### src/rtl/led_blinker_multi.sv
// Multi-channel LED driver: per-channel off / on / blink / one-shot with a
// runtime half-period and a global phase-realign input.
module led_blinker_multi #(
   parameter int unsigned CHANNELS     = 4,
   parameter int unsigned CNT_WIDTH    = 33,
   parameter int unsigned DEFAULT_HALF = 5000
) (
   input  logic                 CLOCK_50,
   input  logic                 reset,
   input  logic                 cfg_we,
   input  logic [3:0]           cfg_ch,
   input  logic [1:0]           cfg_mode,
   input  logic [CNT_WIDTH-1:0] cfg_half,
   input  logic                 sync,
   output logic [CHANNELS-1:0]  LED,
   output logic [CHANNELS-1:0]  LED_N,
   output logic [CHANNELS-1:0]  tick,
   output logic [CHANNELS-1:0]  busy
);

   typedef enum logic [1:0] {
      MODE_OFF     = 2'b00,
      MODE_ON      = 2'b01,
      MODE_BLINK   = 2'b10,
      MODE_ONESHOT = 2'b11
   } mode_t;

   mode_t                mode_q [CHANNELS];
   mode_t                mode_d [CHANNELS];
   logic [CNT_WIDTH-1:0] half_q [CHANNELS];
   logic [CNT_WIDTH-1:0] half_d [CHANNELS];
   logic [CNT_WIDTH-1:0] cnt_q  [CHANNELS];
   logic [CNT_WIDTH-1:0] cnt_d  [CHANNELS];
   logic [CHANNELS-1:0]  led_d;
   logic [CHANNELS-1:0]  tick_d;
   logic [CHANNELS-1:0]  busy_d;

   // Next-state per channel: write beats sync beats normal counting.
   always_comb begin
      for (int i = 0; i < CHANNELS; i++) begin
         mode_d[i] = mode_q[i];
         half_d[i] = half_q[i];
         cnt_d[i]  = cnt_q[i];
         led_d[i]  = LED[i];
         tick_d[i] = 1'b0;

         if (cfg_we && (cfg_ch == 4'(i))) begin
            mode_d[i] = mode_t'(cfg_mode);
            half_d[i] = cfg_half;
            cnt_d[i]  = '0;
            led_d[i]  = (mode_t'(cfg_mode) == MODE_ON) || (mode_t'(cfg_mode) == MODE_ONESHOT);
         end else if (sync && (mode_q[i] == MODE_BLINK)) begin
            cnt_d[i] = '0;
            led_d[i] = 1'b0;
         end else begin
            case (mode_q[i])
               MODE_BLINK: begin
                  if (cnt_q[i] == half_q[i]) begin
                     cnt_d[i]  = '0;
                     led_d[i]  = ~LED[i];
                     tick_d[i] = 1'b1;
                  end else begin
                     cnt_d[i] = cnt_q[i] + CNT_WIDTH'(1);
                  end
               end
               MODE_ONESHOT: begin
                  if (cnt_q[i] == half_q[i]) begin
                     cnt_d[i]  = '0;
                     led_d[i]  = 1'b0;
                     mode_d[i] = MODE_OFF;
                     tick_d[i] = 1'b1;
                  end else begin
                     cnt_d[i] = cnt_q[i] + CNT_WIDTH'(1);
                  end
               end
               default: cnt_d[i] = '0;
            endcase
         end

         busy_d[i] = (mode_d[i] == MODE_ONESHOT);
      end
   end

   always_ff @(posedge CLOCK_50) begin
      if (reset) begin
         for (int i = 0; i < CHANNELS; i++) begin
            mode_q[i] <= MODE_OFF;
            half_q[i] <= CNT_WIDTH'(DEFAULT_HALF);
            cnt_q[i]  <= '0;
         end
         LED   <= '0;
         LED_N <= '1;
         tick  <= '0;
         busy  <= '0;
      end else begin
         for (int i = 0; i < CHANNELS; i++) begin
            mode_q[i] <= mode_d[i];
            half_q[i] <= half_d[i];
            cnt_q[i]  <= cnt_d[i];
         end
         LED   <= led_d;
         LED_N <= ~led_d;
         tick  <= tick_d;
         busy  <= busy_d;
      end
   end

endmodule
### config.mk
export PLATFORM = sky130hd
export DESIGN_NAME = led_blinker_multi
export DESIGN_NICKNAME = d
export VERILOG_FILES = /design/src/rtl/led_blinker_multi.sv
export SDC_FILE = /design/constraint.sdc
export NUM_CORES = 1
export LEC_CHECK = 0
export BUFFER_PORTS_ARGS = -buffer_cell sky130_fd_sc_hd__buf_2
export CAP_MARGIN = 0
export CORE_MARGIN = 3
export CORE_UTILIZATION = 55
export DETAILED_ROUTE_END_ITERATION = 16
export GPL_ROUTABILITY_DRIVEN = 0
export PLACE_DENSITY_LB_ADDON = 0.05
export SLEW_MARGIN = 20
export SYNTH_ARGS = -nofsm -noshare
export SYNTH_HDL_FRONTEND = slang
export SYNTH_SLANG_ARGS = --single-unit
export TNS_END_PERCENT = 50
### constraint.sdc
create_clock -name CLOCK_50 -period 2.85 [get_ports CLOCK_50]
set_input_delay 0.57 -clock CLOCK_50 [delete_from_list [all_inputs] [get_ports CLOCK_50]]
set_output_delay 0.57 -clock CLOCK_50 [all_outputs]
set_load 0.05 [all_outputs]
==> flow_summary.json <==
{
  "clock_sinks": 288,
  "cp_max_fo": 6,
  "synth_compound_area_share_pct": 6.278,
  "drtIter0Drc": 839,
  "worst-path-buf-inv": 2,
  "grt_overflow": 0,
  "synth_xor_area_share_pct": 17.08,
  "worstMarginPinSlew_ns": 0.7052,
  "clk_pin_slew_ns": 0.06,
  "path_cells": "xor2_1 -> nor4_1 -> nand4_1 -> nor3_4 -> inv_1 -> ha_1 -> o311ai_0 -> o211ai_1 -> a21oi_1 -> inv_1",
  "power_density_nw_per_um2": 584.7,
  "drive_gt1_share_pct": 10.17,
  "fp.dieArea_um2": 25660,
  "synth.top_cell.area_share_pct": 44.10,
  "fin_tns_setup_ns": 0,
  "n_antenna_cell": 0,
  "status": "completed",
  "hpwlAfterDp_mm": 23.81,
  "ctsLongestPathBuffers": 3,
  "total_power_mw": 8.571,
  "postSynthCellCount": 1545,
  "crit_path_frequent_cell": "inv_1",
  "ys_warn_count": 0,
  "fin_ws_ns": 0.3989,
  "critPathSlowestCell": "dfxtp_1",
  "startpoint_type": "flip-flop",
  "synthTopCellsByArea": "dfxtp_1, xor2_1, nand2_1",
  "synth-seq-cells": 288,
  "grt_use_total_pct": 26.74,
  "cpLargestDelayFamily": "simple AND/OR/NAND/NOR gates",
  "core.rowCount": 55,
  "cp_slowest_stage_delay_ns": 0.44,
  "synth.largest_area_cell": "dfxtp_1",
  "antenna_found_initial": 0,
  "post_cts_buffers": 0,
  "wl_per_cell_um": 18.46,
  "cp.arrival_ns": 2.89,
  "die_w_um": 160.2,
  "slew_viol_final": 0,
  "htree_levels": 1,
  "fin_crit_sh_pct": 86.00,
  "cts_made_buffers": 31,
  "fin_worst_skew_ns": 0.009002,
  "ctsHoldBuffers": 0,
  "stdcell_count": 1906,
  "viasPerCell": 5.712,
  "drc_errors": 0,
  "synth_common_cells": "nand2_1, dfxtp_1, xor2_1, nor3_1, a21oi_1",
  "cts_resized": 0,
  "synth_edf_count": 0,
  "start_util_pct": 56.89,
  "ys_seq_area_share_pct": 44.10,
  "fin_nets": 1620,
  "dp_slack_ns": 0.4236,
  "synth.distinct_cells": 47,
  "portBuffers": 58,
  "yosysMostFrequentCell": "nand2_1",
  "grt_pass1_vias": 10300,
  "clock.fmax_mhz": 408.0,
  "end_kind": "flip-flop",
  "period_needed_ns": 2.451,
  "grt_pass1_wl_mm": 55.68,
  "drt_pre_antenna_iters": 5,
  "syn_area_um2": 13080,
  "dp.cells": 1849,
  "vdd_drop_max_uv": 513.2,
  "core_um2": 22980,
  "pin_count": 59,
  "drv_cap": 0,
  "synth_ff_type": "dfxtp_1",
  "root_buffer": "clkbuf_16",
  "r2r_setup_slack_ns": 0.40,
  "die_h_um": 160.2,
  "power.leakage_nw": 5.513,
  "criticalPathCategory": "reg -> reg",
  "synth_mux_area_share_pct": 0.07656,
  "vias": 10890,
  "synth-simple-area-share_pct": 28.25,
  "synth_fa_ha_area_share_pct": 0.7656,
  "syn_nets": 1596,
  "setup-violations-final": 0,
  "clkLatencyLatePin_ns": 0.55,
  "rsz0062_at_grt": "false",
  "async_flop_share_pct": 0,
  "final_core_util_pct": 63.78,
  "cts_tree": "done",
  "syn_to_final_growth_pct": 12.12,
  "grt_start_max_net_pins": 51,
  "routed_wl_mm": 35.18,
  "synth_area_per_cell_um2": 8.463,
  "hp-class": "in -> reg",
  "synth_top_family_by_area": "simple AND/OR/NAND/NOR gates",
  "relSlewSlack_pct": 52.63,
  "critPathRequiredTime_ns": 3.29,
  "hold_violations": 0,
  "ant_nets": 0
}
## final cells by class
type | count | area [µm²]
inverter | 19 | 71.32
tap | 313 | 391.6
fill | 2031 | 8325
clock buffer | 46 | 892.1
clock inverter | 11 | 136.4
timing repair buffer | 88 | 518.0
sequential | 288 | 5766
multi-input combinational | 1141 | 6884
## tightest hold or removal path, stage by stage
cell and delay (ns):
buf_2 0.15, nand2_1 0.07, a21oi_1 0.05
## placed cells by master (no fill, tap or decap), drive strengths merged, types with 6 or more instances in the layout
cell      n
ha        8
nand4    50
nand2   311
dfxtp   288
nand3b   21
o211ai    6
inv      19
a21oi   117
xor2    193
and2     17
nor3    150
clkinv    7
nand3    55
xnor2    62
nor4     42
and3     21
and4     10
clkbuf   46
buf      88
nor2     23
## logic make-up after synthesis
logic type,count (synthesis)
simple gates,730
flops,288
xor+xnor,255
compound gates,147
buf+inv,116
fa+ha+maj,8
mux,1
## state kept, by name, indices dropped and copies added (netlist names)
name    cells
tick        4
LED         4
cnt_q     132
busy        4
half_q    132
mode_q      8
LED_N       4
## per-layer routing
layer  track usage, %  up-vias  share of wire (%)
met5                0        -                  0
met4            6.824        0                2.4
met3            4.150       63                6.9
met2            42.45      356                 45
met1            38.24     5145                 46
li1                 -     5323                  -
## report_power, final
part           switching [mW]  internal [mW]  total (mW)
Combinational           0.286          0.113       0.400
Clock                    1.62           2.42        4.05
Sequential             0.0458           4.08        4.12
## per-stage QoR
stage | hold WS (ns) | instance area [µm²]
after floorplan | 0.4481 | 13080
after global placement | 0.4542 | 13630
after detailed placement | 0.4586 | 13630
after CTS | 0.3232 | 14660
after global routing | 0.3332 | 14660
final | 0.3357 | 14660
## final timing paths
path                      start            end  cells past startpoint
setup reg to reg    cnt_q[2][4]       LED_N[2]                     10
setup / recovery    cnt_q[2][4]       LED_N[2]                     10
hold / removal      cfg_half[6]   half_q[1][6]                      3
hold reg to reg   half_q[0][27]  half_q[0][27]                      2
No activity file was read; power rests on OpenSTA's default activity.
